==> src/rtl/pll_clk_pkg.sv <==
// pll_clk_pkg: shared constants for the clock-generation block.
//   Default lock settle time and divider ratios, plus a helper that sizes
//   a counter so it can hold 0..max_val (never narrower than one bit).
package pll_clk_pkg;

    localparam int DEF_LOCK_CYCLES = 256;
    localparam int DEF_DIV0        = 2;
    localparam int DEF_DIV1        = 4;
    localparam int DEF_DIV5        = 8;

    function automatic int cnt_width(input int max_val);
        return (max_val < 2) ? 1 : $clog2(max_val + 1);
    endfunction

endpackage

==> src/rtl/clk_div_even.sv <==
// clk_div_even: even-ratio, 50 %-duty clock divider, output straight from a flop.
//   clk      in   reference clock (all flops on its rising edge)
//   rst_n    in   asynchronous active-low reset
//   en       in   run enable; while low the counter and output are held at 0
//   clk_out  out  clk / DIV, first rising edge DIV/2 enabled rises after en goes high
module clk_div_even
    import pll_clk_pkg::*;
#(
    parameter int DIV = 2
) (
    input  logic clk,
    input  logic rst_n,
    input  logic en,
    output logic clk_out
);

    localparam int HALF = DIV / 2;
    localparam int CW   = cnt_width(HALF - 1);
    localparam logic [CW-1:0] LAST = CW'(HALF - 1);

    generate
        if (DIV < 2 || (DIV % 2) != 0) begin : g_bad_div
            $error("clk_div_even: DIV must be even and >= 2");
        end
    endgenerate

    logic [CW-1:0] cnt;

    // Toggle every HALF rises: high and low phases are both HALF cycles.
    always_ff @(posedge clk or negedge rst_n) begin
        if (!rst_n) begin
            cnt     <= '0;
            clk_out <= 1'b0;
        end else if (!en) begin
            cnt     <= '0;
            clk_out <= 1'b0;
        end else if (cnt == LAST) begin
            cnt     <= '0;
            clk_out <= ~clk_out;
        end else begin
            cnt <= cnt + 1'b1;
        end
    end

endmodule

==> src/rtl/pll_clk_gen.sv <==
// pll_clk_gen: synthesizable stand-in for the PLL wrapper.
//   clkin1     in   reference clock, the only clock in the block
//   pll_rst_n  in   asynchronous active-low reset
//   clkout0    out  clkin1 / DIV0, 50 % duty, held low until lock
//   clkout1    out  clkin1 / DIV1, 50 % duty, held low until lock
//   clkout5    out  clkin1 / DIV5, 50 % duty, held low until lock
//   pll_lock   out  sticky lock flag, high LOCK_CYCLES rises after reset release
module pll_clk_gen
    import pll_clk_pkg::*;
#(
    parameter real CLKIN_FREQ  = 65.0,
    parameter int  LOCK_CYCLES = DEF_LOCK_CYCLES,
    parameter int  DIV0        = DEF_DIV0,
    parameter int  DIV1        = DEF_DIV1,
    parameter int  DIV5        = DEF_DIV5
) (
    input  logic clkin1,
    input  logic pll_rst_n,
    output logic clkout0,
    output logic clkout1,
    output logic clkout5,
    output logic pll_lock
);

    localparam int LW = cnt_width(LOCK_CYCLES);
    localparam logic [LW-1:0] LOCK_LAST = LW'(LOCK_CYCLES - 1);

    generate
        if (LOCK_CYCLES < 1) begin : g_bad_lock
            $error("pll_clk_gen: LOCK_CYCLES must be >= 1");
        end
        if (CLKIN_FREQ <= 0.0) begin : g_bad_freq
            $error("pll_clk_gen: CLKIN_FREQ must be positive");
        end
    endgenerate

    logic [LW-1:0] lock_cnt;

    // Counter runs only until lock; lock is set on the rise that sees the
    // last pre-lock count, so it is high after exactly LOCK_CYCLES rises.
    // After that nothing but reset can touch either register.
    always_ff @(posedge clkin1 or negedge pll_rst_n) begin
        if (!pll_rst_n) begin
            lock_cnt <= '0;
            pll_lock <= 1'b0;
        end else if (!pll_lock) begin
            lock_cnt <= lock_cnt + 1'b1;
            if (lock_cnt == LOCK_LAST) pll_lock <= 1'b1;
        end
    end

    clk_div_even #(.DIV(DIV0)) u_div0 (
        .clk(clkin1), .rst_n(pll_rst_n), .en(pll_lock), .clk_out(clkout0)
    );

    clk_div_even #(.DIV(DIV1)) u_div1 (
        .clk(clkin1), .rst_n(pll_rst_n), .en(pll_lock), .clk_out(clkout1)
    );

    clk_div_even #(.DIV(DIV5)) u_div5 (
        .clk(clkin1), .rst_n(pll_rst_n), .en(pll_lock), .clk_out(clkout5)
    );

endmodule

==> config.mk <==
export PLATFORM = sky130hd
export DESIGN_NAME = pll_clk_gen
export DESIGN_NICKNAME = d
export VERILOG_FILES = /design/src/rtl/pll_clk_pkg.sv /design/src/rtl/clk_div_even.sv /design/src/rtl/pll_clk_gen.sv
export SDC_FILE = /design/constraint.sdc
export NUM_CORES = 1
export LEC_CHECK = 0
export ABC_CLOCK_PERIOD_IN_PS = 3200
export BUFFER_PORTS_ARGS = -buffer_cell sky130_fd_sc_hd__buf_2
export CAP_MARGIN = 10
export CORE_AREA = 2 2 46 48
export CTS_CLUSTER_SIZE = 8
export DETAILED_ROUTE_END_ITERATION = 10
export DIE_AREA = 0 0 48 50
export GPL_TIMING_DRIVEN = 0
export PLACE_DENSITY = 0.57
export SLEW_MARGIN = 20
export SYNTH_ARGS = -nofsm -noshare
export SYNTH_HDL_FRONTEND = slang
export SYNTH_SLANG_ARGS = --single-unit
==> constraint.sdc <==
create_clock -name clkin1 -period 3.2 [get_ports clkin1]
set_clock_uncertainty 0.2 [all_clocks]
set_input_delay 0.32 -clock clkin1 [delete_from_list [all_inputs] [get_ports clkin1]]
set_output_delay 0.32 -clock clkin1 [all_outputs]
set_load 0.02 [all_outputs]
==> impl_metrics.toml <==
[die]
dieHeight_microns = 50
start_util_pct = 34.8
ioPinCount = 6
core_area_sq_um = 1900
die-area_sq_um = 2400
num_rows = 16
die_x_microns = 48

[worst_setup_path]
slowest_stage = "dfrtp_1"
ff2ff_setup_slack_ps = 1720
worstPathArrival_ps = 1450
critical_path_class = "reg -> reg"
worstSetupStartpointType = "flop"
path_cells = "ha_1 > nand3_1 > nor2_1 > ha_1 > or2_1"
critPathCaptureType = "flop"
required_ps = 3170
cpLargestDelayFamily = "flip-flops"
reg2reg_to = "pll_lock"
r2r-start = "lock_cnt[0]"
crit_path_max_incr_delay_ps = 420
rr_worst_depth = 5
critPathMaxFanout = 4
cp.depth = 5
critPathBufInv = 0
cp_common_cell = "ha_1"

[power_and_ir_drop]
p_leak_nw = 0.368
power_density_nw_per_um2 = 411
ir_drop_uv = 241

[clock_tree]
cts_resized = 0
clk_pin_slew_ps = 90
clk_path_buf_depth = 2
postCtsSetupRepairBufs = 0
cts_hold_buf = 1
htree_levels = 1
cts_buffers = 3
insertion_delay_ps = 280
cts_tree = "built"
clockRootBuffer = "clkbuf_4"
cts.sinks = 16

[timing]
fin_tns_setup_ps = 0
min_period_ps = 1480
hold_violations = 0
relSlewSlack_pct = 76.9
fin_crit_sh_pct = 46.2
tightestPinTransition_ps = 347
final_max_slew_viol_count = 0
rsz0062_at_grt = "false"
max_freq_mhz = 677
setup_viol = 0

[layout]
drive_gt1_share_pct = 18.3
fin_nets = 67
fin_area_sq_um = 753
multi_input_area_sq_um = 253
fin_util_pct = 39.6
fillers = 194
final-seq-area_sq_um = 400
syn_to_final_growth_pct = 13.8
diodes = 0

[worst_hold_path]
hold_start = "u_div0.clk_out"
worstHoldEndpoint = "u_div0.clk_out"
min-delay-path-class = "reg -> reg"
hold_path_depth = 1

[synthesis]
synth.area.top_cells = "dfrtp_1 60%, xor2_1 6.6%, ha_1 5.7%"
yosys_warnings = 0
synth-seq-cells = 16
synth_cell_types = 20
syn_area_per_cell_sq_um = 13.0
synth-edff-count = 0
synth_top_cells_by_count = "16 x dfrtp_1, 5 x xor2_1, 4 x xnor2_1"
synth.net_count = 56
synthMostInstantiatedCell = "dfrtp_1"
async_flop_share_pct = 100
netlist.top_cell.by_area = "dfrtp_1"
yosys_most_used_dff = "dfrtp_1"
synth_top_area_share_pct = 60.5
synth_cells = 51
synth_area_sq_um = 662
ys_seq_area_share_pct = 60.5

[job]
maxCapViolations = 0

[detailed_routing]
wire_per_inst_microns = 10.8
ant_nets = 0
viasPerCell = 4.21
drt_iter0_markers = 3
dr.pass1.iters = 3
dr_total_vias = 366
drc = 0
drt_wl_total_microns = 940

[global_route]
grt_pass1_vias = 337
met2_usage_pct = 12.2
grt_pass1_wl_mm = 1.52
antenna_found_initial = 0
grt_use_met1_pct = 12.7
grt_max_degree = 17
gr-usage-met3_pct = 6.59
grt_overflow = 0
busiest_layer = "met1"
grtUsageTotal_pct = 9.69

[placed_design]
placed_cell_area_sq_um = 721
finalWeightedCongestion = 0.699
post-dp-hpwl_microns = 654
placement.io_buffers = 5

[run_status]
outcome = "complete, no violations"
-- flip-flops by register name (all words and copies together) (netlist names) --
register and count:
lock_cnt 9, pll_lock 1, u_div0.clk_out 1, u_div1.clk_out 1, u_div1.cnt 1, u_div5.clk_out 1, u_div5.cnt 2
-- area by class of cell --
class	instances	share of cell area, %
buffer	1	0.664
clock buffer	3	2.99
inverter	1	0.498
multi-input combinational	33	33.6
sequential	16	53.2
tap	27	4.49
timing repair buffer	6	4.65
-- stage by stage --
stage | hold WS (ps) | instances | total power [W] | setup WS (ps)
floorplan | -176 | 51 | 0.000206 | 1810
global placement | 53.6 | 83 | 0.000211 | 1740
detailed placement | 46.8 | 83 | 0.000210 | 1740
CTS | 233 | 87 | 0.000316 | 1720
global route | 248 | 87 | 0.000327 | 1610
finish | 230 | 87 | 0.000310 | 1720
-- cells in the final DEF (no fill, tap or decap), drive strengths merged, types with 2 or more instances in the layout --
cell type / instances
nor2: 3
xnor2: 4
nand2: 3
clkbuf: 3
buf: 6
ha: 3
and2: 3
dfrtp: 16
nor2b: 2
nand4b: 2
xor2: 5
-- layer usage --
metal	vias to the layer above	wire [microns]
met5	-	0
met2	7	409
met3	2	38
met4	0	14
met1	171	477
li1	186	-
-- power by group --
part | internal [W] | leakage (nW) | switching (W)
Combinational | 0.00000124 | 0.145 | 0.00000375
Sequential | 0.000202 | 0.209 | 0
Clock | 0.0000437 | 0.0138 | 0.0000591
-- worst register-to-register path, stage by stage, from the launching register on --
cell	delay [ps]
dfrtp_1	420
ha_1	250
nand3_1	80
nor2_1	50
ha_1	160
or2_1	200
-- logic make-up (layout without fill, tap and decap cells) --
family                     after synthesis  in the layout  synth area share (%)
and+or+nand+nor                         19             19                  18.1
DFF                                     16             16                  60.5
xor gates and xnor gates                 9              9                  11.9
adders and majority gates                3              3                  5.67
buffers and inverters                    2             11                  1.32
AOI/OAI and AO/OA                        1              1                 0.755
muxes                                    1              1                  1.70
-- how the worst max path moves through the flow --
stage                           start     endpoint  slack [ps]
after floorplan           lock_cnt[0]     pll_lock        1810
after global placement    lock_cnt[0]     pll_lock        1740
after detailed placement  lock_cnt[0]     pll_lock        1740
after CTS                 lock_cnt[0]     pll_lock        1720
after global routing      lock_cnt[0]  lock_cnt[8]        1610
final                     lock_cnt[0]     pll_lock        1720
Power figures use the tool's default switching activity.
